===== src/rtl/fifo_wr_arbiter_if.sv =====
// -----------------------------------------------------------------------------
// fifo_wr_arbiter_if
// Groups the producer handshake and the FIFO write-port signals of
// fifo_wr_arbiter into a single bundle.
//   req_vld / req_data / req_last : per-producer beat offer
//   req_rdy                       : per-producer beat accepted (combinational)
//   fifo_full / fifo_almost_full  : FIFO occupancy flags
//   fifo_wr_vld / fifo_din        : registered FIFO write strobe and data
//   grant_id / busy               : last accepted producer, packet-lock flag
// Modports:
//   master : producers and FIFO side (drives requests and FIFO flags)
//   slave  : the arbiter itself
// -----------------------------------------------------------------------------
interface fifo_wr_arbiter_if #(
  parameter int N_REQ      = 4,
  parameter int DATA_WIDTH = 40,
  parameter int ID_WIDTH   = $clog2(N_REQ)
);
  logic [N_REQ-1:0]            req_vld;
  logic [N_REQ*DATA_WIDTH-1:0] req_data;
  logic [N_REQ-1:0]            req_last;
  logic [N_REQ-1:0]            req_rdy;
  logic                        fifo_full;
  logic                        fifo_almost_full;
  logic                        fifo_wr_vld;
  logic [DATA_WIDTH-1:0]       fifo_din;
  logic [ID_WIDTH-1:0]         grant_id;
  logic                        busy;

  modport master (
    output req_vld, req_data, req_last, fifo_full, fifo_almost_full,
    input  req_rdy, fifo_wr_vld, fifo_din, grant_id, busy
  );

  modport slave (
    input  req_vld, req_data, req_last, fifo_full, fifo_almost_full,
    output req_rdy, fifo_wr_vld, fifo_din, grant_id, busy
  );
endinterface


===== src/rtl/fifo_wr_arbiter.sv =====
// -----------------------------------------------------------------------------
// fifo_wr_arbiter
// Round-robin arbiter letting N_REQ producers share one FIFO write port.
// A producer that wins keeps the grant until the beat flagged last, so
// packets reach the FIFO unbroken. The write strobe and data are registered
// (one cycle from accept to write) and overflow is avoided using the FIFO's
// full and almost_full flags.
// Ports:
//   clk  : system clock, rising edge
//   rst  : asynchronous reset, active high
//   bus  : fifo_wr_arbiter_if.slave (request handshake + FIFO write port)
// -----------------------------------------------------------------------------
module fifo_wr_arbiter #(
  parameter int N_REQ      = 4,
  parameter int DATA_WIDTH = 40,
  parameter int ID_WIDTH   = $clog2(N_REQ)
) (
  input logic              clk,
  input logic              rst,
  fifo_wr_arbiter_if.slave bus
);

  typedef enum logic {ST_IDLE, ST_LOCKED} state_t;

  // One extra bit so rr_ptr + offset can be compared with N_REQ before wrap.
  localparam logic [ID_WIDTH:0]   N_EXT   = (ID_WIDTH+1)'(N_REQ);
  localparam logic [ID_WIDTH-1:0] ID_LAST = ID_WIDTH'(N_REQ-1);

  state_t                r_state;
  state_t                w_state_next;
  logic [ID_WIDTH-1:0]   r_rr_ptr;
  logic [ID_WIDTH-1:0]   r_owner;
  logic                  r_fifo_wr_vld;
  logic [DATA_WIDTH-1:0] r_fifo_din;
  logic [ID_WIDTH-1:0]   r_grant_id;

  logic                  w_issue_ok;
  logic [ID_WIDTH-1:0]   w_cand [N_REQ];
  logic                  w_pick_vld;
  logic [ID_WIDTH-1:0]   w_pick_idx;
  logic [ID_WIDTH-1:0]   w_sel_idx;
  logic [ID_WIDTH-1:0]   w_sel_inc;
  logic                  w_sel_last;
  logic [DATA_WIDTH-1:0] w_sel_data;
  logic [N_REQ-1:0]      w_req_rdy;
  logic                  w_busy;
  logic                  w_accept;

  // The beat sitting in the output register has not reached the FIFO yet,
  // so with a single free slot left it already claims that slot.
  assign w_issue_ok = !bus.fifo_full && !(r_fifo_wr_vld && bus.fifo_almost_full);

  // Candidate k is the requester k places after rr_ptr, wrapped modulo N_REQ
  // (N_REQ need not be a power of two, hence the explicit subtract).
  genvar gi;
  generate
    for (gi = 0; gi < N_REQ; gi++) begin : g_cand
      localparam logic [ID_WIDTH:0] K_OFS = (ID_WIDTH+1)'(gi);
      logic [ID_WIDTH:0] w_sum;
      logic [ID_WIDTH:0] w_wrap;
      assign w_sum       = {1'b0, r_rr_ptr} + K_OFS;
      assign w_wrap      = w_sum - N_EXT;
      assign w_cand[gi]  = (w_sum >= N_EXT) ? w_wrap[ID_WIDTH-1:0] : w_sum[ID_WIDTH-1:0];
    end
  endgenerate

  // Scan downward so the lowest offset from rr_ptr wins.
  always_comb begin
    w_pick_vld = 1'b0;
    w_pick_idx = '0;
    for (int k = N_REQ-1; k >= 0; k--) begin
      if (bus.req_vld[w_cand[k]]) begin
        w_pick_vld = 1'b1;
        w_pick_idx = w_cand[k];
      end
    end
  end

  assign w_sel_idx  = (r_state == ST_LOCKED) ? r_owner : w_pick_idx;
  assign w_sel_inc  = (w_sel_idx == ID_LAST) ? '0 : w_sel_idx + 1'b1;
  assign w_sel_last = bus.req_last[w_sel_idx];
  assign w_sel_data = bus.req_data[w_sel_idx*DATA_WIDTH +: DATA_WIDTH];
  assign w_accept   = |(bus.req_vld & w_req_rdy);

  // FSM: state register
  always_ff @(posedge clk or posedge rst) begin
    if (rst) begin
      r_state <= ST_IDLE;
    end else begin
      r_state <= w_state_next;
    end
  end

  // FSM: next-state logic
  always_comb begin
    w_state_next = r_state;
    case (r_state)
      ST_IDLE:   if (w_accept && !w_sel_last) w_state_next = ST_LOCKED;
      ST_LOCKED: if (w_accept &&  w_sel_last) w_state_next = ST_IDLE;
      default:   w_state_next = ST_IDLE;
    endcase
  end

  // FSM: outputs. req_rdy is held low during reset so requester inputs are
  // ignored even though the state already reads IDLE.
  always_comb begin
    w_req_rdy = '0;
    w_busy    = (r_state == ST_LOCKED);
    if (!rst && w_issue_ok) begin
      if (r_state == ST_LOCKED) begin
        w_req_rdy[r_owner] = 1'b1;
      end else if (w_pick_vld) begin
        w_req_rdy[w_pick_idx] = 1'b1;
      end
    end
  end

  // Pointer, owner and registered FIFO write port
  always_ff @(posedge clk or posedge rst) begin
    if (rst) begin
      r_rr_ptr      <= '0;
      r_owner       <= '0;
      r_fifo_wr_vld <= 1'b0;
      r_fifo_din    <= '0;
      r_grant_id    <= '0;
    end else begin
      r_fifo_wr_vld <= w_accept;
      if (w_accept) begin
        r_fifo_din <= w_sel_data;
        r_grant_id <= w_sel_idx;
        if (w_sel_last) begin
          r_rr_ptr <= w_sel_inc;
        end else if (r_state == ST_IDLE) begin
          r_owner <= w_sel_idx;
        end
      end
    end
  end

  assign bus.req_rdy     = w_req_rdy;
  assign bus.busy        = w_busy;
  assign bus.fifo_wr_vld = r_fifo_wr_vld;
  assign bus.fifo_din    = r_fifo_din;
  assign bus.grant_id    = r_grant_id;

endmodule


===== src/flat_wrapper.sv =====
// flat-port wrapper written by rule: the top's interface ports become plain ports
module fifo_wr_arbiter_flat 
#(
  parameter int N_REQ      = 4,
  parameter int DATA_WIDTH = 40,
  parameter int ID_WIDTH   = $clog2(N_REQ)
)
  (clk, rst, bus_req_vld, bus_req_data, bus_req_last, bus_fifo_full, bus_fifo_almost_full, bus_req_rdy, bus_fifo_wr_vld, bus_fifo_din, bus_grant_id, bus_busy);
  fifo_wr_arbiter_if #(.N_REQ(N_REQ), .DATA_WIDTH(DATA_WIDTH), .ID_WIDTH(ID_WIDTH)) bus_i ();
  input logic clk;
  input logic rst;
  input wire logic [$bits(bus_i.req_vld)-1:0] bus_req_vld;
  input wire logic [$bits(bus_i.req_data)-1:0] bus_req_data;
  input wire logic [$bits(bus_i.req_last)-1:0] bus_req_last;
  input wire logic [$bits(bus_i.fifo_full)-1:0] bus_fifo_full;
  input wire logic [$bits(bus_i.fifo_almost_full)-1:0] bus_fifo_almost_full;
  output wire logic [$bits(bus_i.req_rdy)-1:0] bus_req_rdy;
  output wire logic [$bits(bus_i.fifo_wr_vld)-1:0] bus_fifo_wr_vld;
  output wire logic [$bits(bus_i.fifo_din)-1:0] bus_fifo_din;
  output wire logic [$bits(bus_i.grant_id)-1:0] bus_grant_id;
  output wire logic [$bits(bus_i.busy)-1:0] bus_busy;
  assign bus_i.req_vld = bus_req_vld;
  assign bus_i.req_data = bus_req_data;
  assign bus_i.req_last = bus_req_last;
  assign bus_i.fifo_full = bus_fifo_full;
  assign bus_i.fifo_almost_full = bus_fifo_almost_full;
  assign bus_req_rdy = bus_i.req_rdy;
  assign bus_fifo_wr_vld = bus_i.fifo_wr_vld;
  assign bus_fifo_din = bus_i.fifo_din;
  assign bus_grant_id = bus_i.grant_id;
  assign bus_busy = bus_i.busy;
  fifo_wr_arbiter #(.N_REQ(N_REQ), .DATA_WIDTH(DATA_WIDTH), .ID_WIDTH(ID_WIDTH)) u_core (.clk(clk), .rst(rst), .bus(bus_i));
endmodule

===== config.mk =====
export PLATFORM = sky130hd
export DESIGN_NAME = fifo_wr_arbiter_flat
export DESIGN_NICKNAME = d
export VERILOG_FILES = /design/src/rtl/fifo_wr_arbiter_if.sv /design/src/rtl/fifo_wr_arbiter.sv /design/src/flat_wrapper.sv
export SDC_FILE = /design/constraint.sdc
export NUM_CORES = 1
export LEC_CHECK = 0
export CORE_AREA = 2 2 86 88
export CTS_CLUSTER_DIAMETER = 150
export CTS_CLUSTER_SIZE = 24
export DETAILED_ROUTE_END_ITERATION = 7
export DIE_AREA = 0 0 88 90
export DONT_BUFFER_PORTS = 1
export PLACE_DENSITY_LB_ADDON = 0.25
export RECOVER_POWER = 100
export SYNTH_ARGS = -nofsm -noshare
export SYNTH_HDL_FRONTEND = slang
export SYNTH_SLANG_ARGS = --single-unit

===== constraint.sdc =====
create_clock -name clk -period 2.7 [get_ports clk]
set_clock_uncertainty 0.15 [all_clocks]
set_input_delay 0.27 -clock clk [delete_from_list [all_inputs] [get_ports clk]]
set_output_delay 0.27 -clock clk [all_outputs]
set_load 0.03 [all_outputs]

# Word-level counts from Yosys, hierarchy flattened
# Cells that the tools add are included.
[totals]
reg_bits = 48
in_bits = 172
word_cells = 81
out_inout_bits = 48
[op_classes]
multipliers = 1
reduce_logical = 14
shifts = 1
bitwise_logic = 3
n_addsub = 8
magnitude_cmp = 13
muxes = 34
eq_ne = 1
[ops]
columns = ["cell", "count"]
rows = [
  ["160-bit by 9-bit variable part select with 40-bit output", 1],
  ["2-bit by 3-bit less-than comparator with 1-bit output (second input constant)", 7],
  ["2-bit two-way mux", 10],
  ["1-bit two-way mux", 13],
  ["4-bit two-way mux", 3],
  ["1-bit binary-select mux with 2-bit select", 5],
  ["3-bit >= comparator (second input constant)", 3],
  ["2-bit by 1-bit subtractor with 2-bit output (second input constant)", 4],
  ["1-bit logical AND", 7],
  ["2-bit by 2-bit adder with 3-bit output (second input constant)", 2],
  ["2-bit by 3-bit multiplier with 5-bit output (second input constant)", 1],
  ["4-bit bitwise AND", 1],
  ["1-bit demux with 2-bit select", 2],
  ["2-bit by 1-bit >= comparator with 1-bit output (second input constant)", 2],
  ["1-bit zero test", 4],
  ["4-bit OR reduction", 1],
  ["2-bit by 1-bit adder with 3-bit output (second input constant)", 1],
  ["2-bit by 3-bit >= comparator with 1-bit output (second input constant)", 1],
  ["3-bit AND reduction", 1],
  ["2-bit by 1-bit adder with 2-bit output (second input constant)", 1],
  ["2-bit == test (second input constant)", 1],
  ["1-bit inverter", 2],
  ["1-bit case mux with 2 select lines", 1],
  ["2-bit AND reduction", 1],
]

# Depth between registers and ports, before layout
# Gate-level depths: netlist of the first run.
[logic_depth]
word_depth = 21
depth_mapped = 11
mapped_depth_nobuf = 8

# Worst setup path before layout of the first run
# Ideal clock, no wire load.
[synth_timing]
path_kind = "flip-flop to flip-flop"
start = "reg u_core.r_rr_ptr[1]"
end = "reg u_core.r_owner[1]"
arrival_ps = 2841
period_less_slack_ps = 3118
required_ps = 2423
setup_slack_ps = -418
n_path_buf = 2
path_stages_with_launch = 10
setup_time_ps = 127
cell_sequence = "dfrtp_1 -> buf_2 -> a21boi_0 -> o221ai_1 -> or4_1 -> a21oi_1 -> a221o_2 -> buf_6 -> and3_4 -> mux2_1"
[synth_between]
elab_chain_cells = 19
elab_cells_between_ends = 46
cone_classes = "7 x add/sub; 6 x order compare; 28 x mux; 2 x bitwise; 3 x reduce/logical"
[synth_rtl]
columns = ["element", "line", "source"]
rows = [
  ["start: declaration", "fifo_wr_arbiter.sv:31", "logic [ID_WIDTH-1:0] r_rr_ptr;"],
  ["start signal: assignment", "fifo_wr_arbiter.sv:132", "r_rr_ptr <= w_sel_inc;"],
  ["2-bit by 2-bit adder with 3-bit output", "fifo_wr_arbiter.sv:61", "assign w_sum = {1'b0, r_rr_ptr} + K_OFS;"],
  ["3-bit >= comparator or 2-bit by 1-bit subtractor with 2-bit output (tied branches)", "fifo_wr_arbiter.sv:63, fifo_wr_arbiter.sv:62", ""],
  ["2-bit two-way mux", "fifo_wr_arbiter.sv:63", "assign w_cand[gi] = (w_sum >= N_EXT) ? w_wrap[ID_WIDTH-1:0] : w_sum[ID_WIDTH-1:0];"],
  ["1-bit binary-select mux with 2-bit select", "fifo_wr_arbiter.sv:72", "if (bus.req_vld[w_cand[k]]) begin"],
  ["1-bit two-way mux (not written as such)", "fifo_wr_arbiter.sv:72", ""],
  ["2-bit two-way mux (4 in series)", "fifo_wr_arbiter.sv:72", ""],
  ["2-bit by 3-bit less-than comparator with 1-bit output (not written as such) or 2-bit by 1-bit >= comparator with 1-bit output (tied branches)", "fifo_wr_arbiter.sv:113", "w_req_rdy[w_pick_idx] = 1'b1;"],
  ["1-bit logical AND (not written as such)", "fifo_wr_arbiter.sv:113", ""],
  ["1-bit two-way mux (not written as such)", "fifo_wr_arbiter.sv:113", ""],
  ["1-bit demux with 2-bit select", "n/a", ""],
  ["4-bit two-way mux (*)", "fifo_wr_arbiter.sv:112", "end else if (w_pick_vld) begin"],
  ["4-bit two-way mux (*)", "fifo_wr_arbiter.sv:110", "if (r_state == ST_LOCKED) begin"],
  ["4-bit two-way mux (*)", "fifo_wr_arbiter.sv:109", "if (!rst && w_issue_ok) begin"],
  ["net bus_req_rdy[3]", "flat_wrapper.sv:17", "output wire logic [$bits(bus_i.req_rdy)-1:0] bus_req_rdy;"],
  ["4-bit bitwise AND (*)", "fifo_wr_arbiter.sv:83", "assign w_accept = |(bus.req_vld & w_req_rdy);"],
  ["4-bit OR reduction (*)", "fifo_wr_arbiter.sv:83", ""],
  ["3-bit AND reduction (no line) (*)", "n/a", ""],
  ["end signal: assignment", "fifo_wr_arbiter.sv:134", "r_owner <= w_sel_idx;"],
  ["end: declaration", "fifo_wr_arbiter.sv:32", "logic [ID_WIDTH-1:0] r_owner;"],
]
# Mark *: on every way through the listed nets, which the timed path passes. The rest lies on a longest branch. The select of a mux whose other input is x is not followed.
# A chain may end at the register's enable or synchronous reset.

# Worst setup path in the final report of the first run
[layout_timing]
start = "reg u_core.r_rr_ptr[1]"
end = "reg u_core.r_fifo_din[36] (netlist: u_core.bus.fifo_din[36])"
[layout_between]
elab_chain_cells = 18
elab_cells_between_ends = 44
cone_classes = "7 x add/sub; 1 x mul; 6 x order compare; 1 x shift; 26 x mux; 1 x bitwise; 2 x reduce/logical"
[layout_rtl]
columns = ["element", "line", "source"]
rows = [
  ["branches (longest 18 deep; another with 2-bit by 3-bit multiplier with 5-bit output)", "n/a", ""],
  ["end signal: assignment", "fifo_wr_arbiter.sv:129", "r_fifo_din <= w_sel_data;"],
  ["end: declaration", "fifo_wr_arbiter.sv:34", "logic [DATA_WIDTH-1:0] r_fifo_din;"],
]
# Several ways; the timed one is not identified. The select of a mux whose other input is x is not followed.

==> results.json, run 1 <==
{
  "clock_sinks": 48,
  "cts_tree": "yes",
  "route.detailed.drc": 0,
  "fin_cells": 508,
  "drive_above_1_share": 0.1711,
  "worst_hold_path_type": "in -> reg",
  "r2r-start": "u_core.r_rr_ptr[1]",
  "grt_overflow": 0,
  "worstSetupPathType": "reg -> reg",
  "slowest_delay_ps": 460,
  "synth_edf_count": 0,
  "place.port_buffers": 0,
  "clkLatencyLatePin_ps": 290,
  "intPower_mw": 2.734,
  "tns_ps": -209.7,
  "yosysTopAreaCellShare": 0.3610,
  "synth_area_leader_cell": "dfrtp_1",
  "ys.flop_type": "dfrtp_1",
  "vdd.ir_drop.worst_mv": 0.5428,
  "coreArea_um2": 7020,
  "fin_ws_ps": -28.80,
  "avgSynthCellArea_um2": 8.134,
  "slew_violations": 49,
  "worstMarginPinSlew_ps": 1795,
  "multiInputGateArea_um2": 2043,
  "ys_seq_area_frac": 0.3610,
  "reg2regPathDepth": 7,
  "synth_cell_types": 39,
  "antenna_found_initial": 0,
  "holdCritStartpoint": "bus_req_data[59]",
  "fin_crit_ps": 2729,
  "yosysMostFrequentCell": "nand2_1",
  "dieArea_um2": 7920,
  "ys_async_sr_fraction": 1.000,
  "synth_area_um2": 3327,
  "die_x_um": 88,
  "synth.net_count": 582,
  "p_sw_mw": 2.836,
  "violations": "max-capacitance violations, max-slew violations, negative setup slack",
  "cts_max_path_buffers": 2,
  "synthTopCellsByCount": "nand2_1, dfrtp_1, mux2i_1, mux2_2, a31oi_1",
  "fin_hold_ws_ps": 7.550,
  "drtPass1Iterations": 4,
  "cts-root-buf": "clkbuf_8",
  "max_cap_viol_count": 1,
  "required_ps": 2740,
  "p_seq_frac": 0.367,
  "synthToLayoutAreaGrowth_pct": 11.88,
  "powerDensity_nw_per_um2": 1496,
  "synth.area.top_cells": "dfrtp_1, nand2_1, mux2i_1, mux2_2, a31oi_1",
  "post-route-util": 0.5302,
  "route.vias.total": 2982,
  "worstHoldEndpoint": "u_core.bus.fifo_din[19]",
  "ios": 220,
  "postPlaceCellArea_um2": 3555,
  "routed_wl_um": 9129,
  "cts-buffers-inserted": 5,
  "outcome": "finished with violations",
  "rsz0062_at_grt": "yes",
  "p_total_mw": 5.570,
  "initial_core_util": 0.4739,
  "setup.worst_path.start_class": "flop",
  "first_iter_violations": 93,
  "maxSlewHeadroom": -0.1979,
  "cpMaxStageDelayCell": "dfrtp_2",
  "p_clk_frac": 0.080,
  "vias_per_cell": 5.870,
  "syn_inst": 409,
  "ys.warnings.count": 0,
  "grt_start_max_net_pins": 49,
  "finish.instance_area_um2": 3722,
  "path_buf_inv": 1,
  "place.gp.congestion": 0.8933,
  "diodes": 0,
  "grt_pass1_wl_um": 13750,
  "grt_use_total": 0.2201,
  "cp_max_fo": 18,
  "nFillCells": 652,
  "critPathCaptureType": "flop",
  "combPwrFrac": 0.553,
  "ant_nets": 0,
  "rr_endpoint": "u_core.bus.fifo_din[36]",
  "fp.dieH_um": 90,
  "final-seq-area_um2": 1202,
  "htreeDepth": 2,
  "post-place-ws_ps": -22.87,
  "post-place-cells": 498,
  "leakage_nw": 1.671,
  "hold_depth": 2,
  "clkTransAtPathRegs_ps": 90,
  "hold_violations": 0,
  "critical_path.top_delay_family": "simple AND/OR/NAND/NOR gates",
  "ys_seq_elements": 48,
  "worstPathArrival_ps": 2770,
  "fmax_mhz": 366.5,
  "routedWlPerCell_um": 17.97,
  "finalCritPeriodShare": 1.011,
  "dp_hpwl_um": 6959,
  "r2r_slack_ps": -30,
  "grt_pass1_vias": 2864,
  "cp_cell_sequence": "or3b_1 -> o221a_1 -> or4_4 -> a21oi_4 -> a221o_2 -> buf_12 -> mux2_2",
  "setup_violations": 9,
  "sw_frac_of_total": 0.5091,
  "fp-row-count": 31,
  "finalNetCount": 581
}
-- kinds of logic (layout without fill, tap and decap cells) --
logic type,Yosys count,count (layout),share of synthesized area
fa+ha+maj,1,1,0.003760
compound gates,81,81,0.1504
mux,61,61,0.1944
simple gates,180,180,0.2320
flops,48,48,0.3610
buf+inv,38,38,0.05829
-- routing by layer --
layer / track usage / routed length [um]
met1: 0.2567 / 3583
met5: 0 / 0
met2: 0.3794 / 4668
met3: 0.06061 / 666
met4: 0.07949 / 210
-- worst reg2reg max path, cell delays in order (launching register included) --
cell     delay, ps
dfrtp_2        460
or3b_1         410
o221a_1        160
or4_4          440
a21oi_4        170
a221o_2        280
buf_12         200
mux2_2         360
-- worst max path at each step --
stage	slack, ps	end	depth (start not counted)	from
finish	-30	u_core.bus.fifo_din[36]	7	u_core.r_rr_ptr[1]
global route	-100	u_core.bus.fifo_din[2]	7	u_core.r_rr_ptr[1]
CTS	10	u_core.bus.fifo_din[14]	7	u_core.r_rr_ptr[1]
detailed placement	-20	u_core.bus.fifo_din[11]	8	u_core.r_rr_ptr[1]
global placement	60	u_core.bus.fifo_din[16]	8	u_core.r_rr_ptr[1]
floorplan	-140	u_core.r_owner[1]	9	u_core.r_rr_ptr[1]
-- layout by cell type, fill, tap and decap left out, types with 10 or more instances in the layout --
master	Yosys	layout
nand2_1	138	138
dfrtp_1	48	47
mux2i_1	32	31
a31oi_1	26	26
and3_1	25	25
a21oi_1	22	21
mux2_4	0	17
buf_4	1	16
mux2_2	28	12
o21ai_0	16	10
-- power by group through the flow --
stage	registers, mW	logic (mW)	clock network, mW
6_report	2.05	3.08	0.444
5_1_grt	2.09	3.42	0.480
4_1_cts	2.05	3.00	0.452
3_5_place_dp	2.06	2.99	0
3_3_place_gp	2.06	2.88	0
2_1_floorplan	1.93	2.33	0
-- what timing repair did --
item | in CTS | in global routing
setup buffers | 0 | 1
gates resized for setup | 3 | 15
hold buffers | 1 | 0
cloned | 0 | 0
pin swaps | 1 | 2
setup endpoints to repair | 26 | 44
endpoints found under the hold margin | 48 | 0
-- final cells by class --
type,instances,share of cell area
timing repair buffer,24,0.06353
clock buffer,7,0.02319
tap,99,0.03328
clock inverter,1,0.002017
multi-input combinational,323,0.5489
sequential,48,0.3230
inverter,6,0.006050
-- state kept, by name (all words and copies together), names as in the netlist, named ones only --
signal	flops
u_core.r_rr_ptr	2
u_core.bus.fifo_din	40
u_core.bus.grant_id	2
u_core.bus.fifo_wr_vld	1
u_core.r_owner	2
No activity file was read; power rests on OpenSTA's default activity.
==> run 2, diff against run 1 <==
--- a/config.mk
+++ b/config.mk
@@ -5,11 +5,11 @@
 export SDC_FILE = /design/constraint.sdc
 export NUM_CORES = 1
 export LEC_CHECK = 0
-export CORE_AREA = 2 2 86 88
+export ABC_AREA = 1
+export CORE_UTILIZATION = 55
 export CTS_CLUSTER_DIAMETER = 150
 export CTS_CLUSTER_SIZE = 24
 export DETAILED_ROUTE_END_ITERATION = 7
-export DIE_AREA = 0 0 88 90
 export DONT_BUFFER_PORTS = 1
 export PLACE_DENSITY_LB_ADDON = 0.25
 export RECOVER_POWER = 100
==> results.json, run 2 <==
{
  "outcome": "finished with violations",
  "violations": "design-rule violations",
  "synthTopCellsByCount": "nand2_1, nor2_1, o21ai_0, dfrtp_1, inv_1",
  "maxSlewHeadroom": 0.2033,
  "ys.warnings.count": 0,
  "htreeDepth": 2,
  "largest_reg_flops": 40,
  "routedWlPerCell_um": 15.69,
  "slew_violations": 0,
  "diodes": 0,
  "drive_above_1_share": 0.1184,
  "grt_pass1_wl_um": 15700,
  "first_iter_violations": 307,
  "rsz0062_at_grt": "no",
  "fp-row-count": 29,
  "required_ps": 2740,
  "clkTransAtPathRegs_ps": 90,
  "drtPass1Iterations": 7,
  "vdd.ir_drop.worst_mv": 0.7582,
  "cpMaxStageDelayCell": "dfrtp_2",
  "dieArea_um2": 7155,
  "cts_tree": "yes",
  "layout.cells.most_common": "nand2_1",
  "ant_nets": 0,
  "synth.area.top_cells": "dfrtp_1, nand2_1, nor2_1, o21ai_0, o21bai_2",
  "worstMarginPinSlew_ps": 1195,
  "grt_overflow": 0,
  "finalNetCount": 738,
  "synth_cell_types": 30,
  "cts_max_path_buffers": 2,
  "place.gp.congestion": 0.9197,
  "ys_seq_area_frac": 0.3202,
  "tns_ps": 0,
  "fp.dieH_um": 84.59,
  "synth.net_count": 748,
  "yosysTopAreaCellShare": 0.3202,
  "ios": 220,
  "place.port_buffers": 0,
  "critPathCaptureType": "flop",
  "route.detailed.drc": 6,
  "synth_area_um2": 3751,
  "intPower_mw": 2.918,
  "fin_ws_ps": 182.3,
  "leakage_nw": 2.035,
  "initial_core_util": 0.5808,
  "fin_crit_ps": 2518,
  "slowest_delay_ps": 460,
  "crit_path_frequent_cell": "nand2_1",
  "final_cell_mix": "nand2_1, nor2_1, o21ai_0",
  "fmax_mhz": 397.2,
  "cp_cell_sequence": "clkbuf_2 -> nand2_1 -> nand2_1 -> nand2_2 -> nand2_1 -> nor2_2 -> nor2_1 -> nand2_2 -> nand3_4 -> nand2_4 -> buf_12 -> nand2_1 -> nand3_1 -> nand2_2 -> nor2_2 -> nand2_1 -> nand2_1 -> nand2_1",
  "die_x_um": 84.59,
  "setup.worst_path.start_class": "flop",
  "yosysMostFrequentCell": "nand2_1",
  "ys_seq_elements": 48,
  "grt_start_max_net_pins": 54,
  "p_seq_frac": 0.286,
  "fin_hold_ws_ps": 39.67,
  "clock_sinks": 48,
  "hold_violations": 0,
  "grt_pass1_vias": 3219,
  "ys_async_sr_fraction": 1.000,
  "avgSynthCellArea_um2": 6.524,
  "dp_hpwl_um": 7568,
  "synth_edf_count": 0,
  "antenna_found_initial": 0,
  "p_total_mw": 6.667,
  "coreArea_um2": 6459,
  "sw_frac_of_total": 0.5624,
  "finalCritPeriodShare": 0.9325,
  "grt_use_total": 0.2723,
  "vias_per_cell": 5.706,
  "ys.flop_type": "dfrtp_1",
  "setup_violations": 0,
  "cts-buffers-inserted": 5,
  "post-place-ws_ps": 47.54,
  "routed_wl_um": 10090,
  "route.vias.total": 3669,
  "worstSetupPathType": "reg -> reg",
  "post-route-util": 0.5996,
  "syn_inst": 575,
  "cp_max_fo": 53,
  "p_sw_mw": 3.749,
  "max_cap_viol_count": 0,
  "cts-root-buf": "clkbuf_8",
  "clkLatencyLatePin_ps": 300,
  "powerDensity_nw_per_um2": 1722,
  "combPwrFrac": 0.637,
  "p_clk_frac": 0.078,
  "worstPathArrival_ps": 2560,
  "synthToLayoutAreaGrowth_pct": 3.235,
  "synth_area_leader_cell": "dfrtp_1",
  "worst_hold_path_type": "in -> reg"
}
run 2: changes by cell type in the layout (fill, tap and decap cells not counted), sizes merged, moves of 25 or more:
cell | previous run | this run
nand2 | 138 | 220
mux2i | 32 | 0
mux2 | 29 | 0
o21bai | 0 | 25
nor2 | 6 | 80
inv | 5 | 37
a31oi | 26 | 0
o21ai | 16 | 83
and3 | 26 | 1
run 2: path summary, 6_finish.rpt:
| path | from | to | slack [ps] | cells past startpoint |
|---|---|---|---|---|
| worst max-delay path | u_core.r_rr_ptr[0] | u_core.r_owner[1] | 180 | 18 |
| worst min-delay path | bus_req_data[84] | u_core.bus.fifo_din[4] | 40 | 4 |
| worst max register to register | u_core.r_rr_ptr[0] | u_core.r_owner[1] | 180 | 18 |
| worst min register to register | u_core.r_owner[0] | u_core.r_owner[0] | 380 | 2 |
| max in group asynchronous | rst | u_core.r_rr_ptr[1] | 890 | 3 |
| min in group asynchronous | rst | u_core.bus.fifo_din[29] | 700 | 3 |
run 2: through the flow:
step                cell area, um^2  cells
floorplan                      3751    575
global placement               3750    632
detailed placement             3750    632
CTS                            3871    641
global route                   3872    643
finish                         3872    643
run 2: kinds of logic after synthesis:
family | share of synthesized area
flip-flops | 0.3202
AND/OR/NAND/NOR | 0.3536
AO/OA/AOI/OAI | 0.2115
buffers and inverters | 0.1114
adder cells (fa/ha/maj) | 0.003335
run 2: critical path: cells and delay by family (launching register included):
family / cells / cell delay, ps
and+or+nand+nor: 16 / 1440
buffers and inverters: 2 / 370
DFF: 1 / 460
run 2: power groups by stage:
stage	logic (mW)	clock network [mW]	registers, mW
2_1_floorplan	3.70	0	1.82
3_3_place_gp	4.08	0	1.91
3_5_place_dp	4.22	0	1.91
4_1_cts	4.23	0.530	1.91
5_1_grt	4.82	0.559	1.94
6_report	4.24	0.517	1.91
run 2: final cells by class:
cell class | count | area [um^2]
Fill cell | 613 | 2586
Multi-Input combinational cell | 453 | 2137
Timing Repair Buffer | 19 | 178.9
Clock inverter | 3 | 42.54
Inverter | 38 | 145.1
Tap cell | 77 | 96.34
Clock buffer | 5 | 68.82
Sequential cell | 48 | 1204
run 2: routing by layer:
layer  vias to the layer above  wire (um)  track usage  share of wire
met2                       176       4919       0.4516           0.49
met1                      1661       4086       0.3547           0.41
met4                         0        201      0.06471          0.020
met3                        22        879      0.07571          0.087
met5                         -          0            0              0
li1                       1810          -            -              -
run 2: repair_timing:
action / in CTS / in global routing
resized for setup: 0 / 5
buffers inserted: 0 / 2
setup endpoints to repair: 0 / 42
hold buffers: 1 / 0
hold endpoints to repair: 48 / 0
==> run 3, diff against run 2 <==
--- a/config.mk
+++ b/config.mk
@@ -11,6 +11,7 @@
 export CTS_CLUSTER_SIZE = 24
 export DETAILED_ROUTE_END_ITERATION = 7
 export DONT_BUFFER_PORTS = 1
+export GPL_TIMING_DRIVEN = 1
 export PLACE_DENSITY_LB_ADDON = 0.25
 export RECOVER_POWER = 100
 export SYNTH_ARGS = -nofsm -noshare
==> results of run 3 <==
The final DEF is identical to that of run 2; final timing and power are the same.
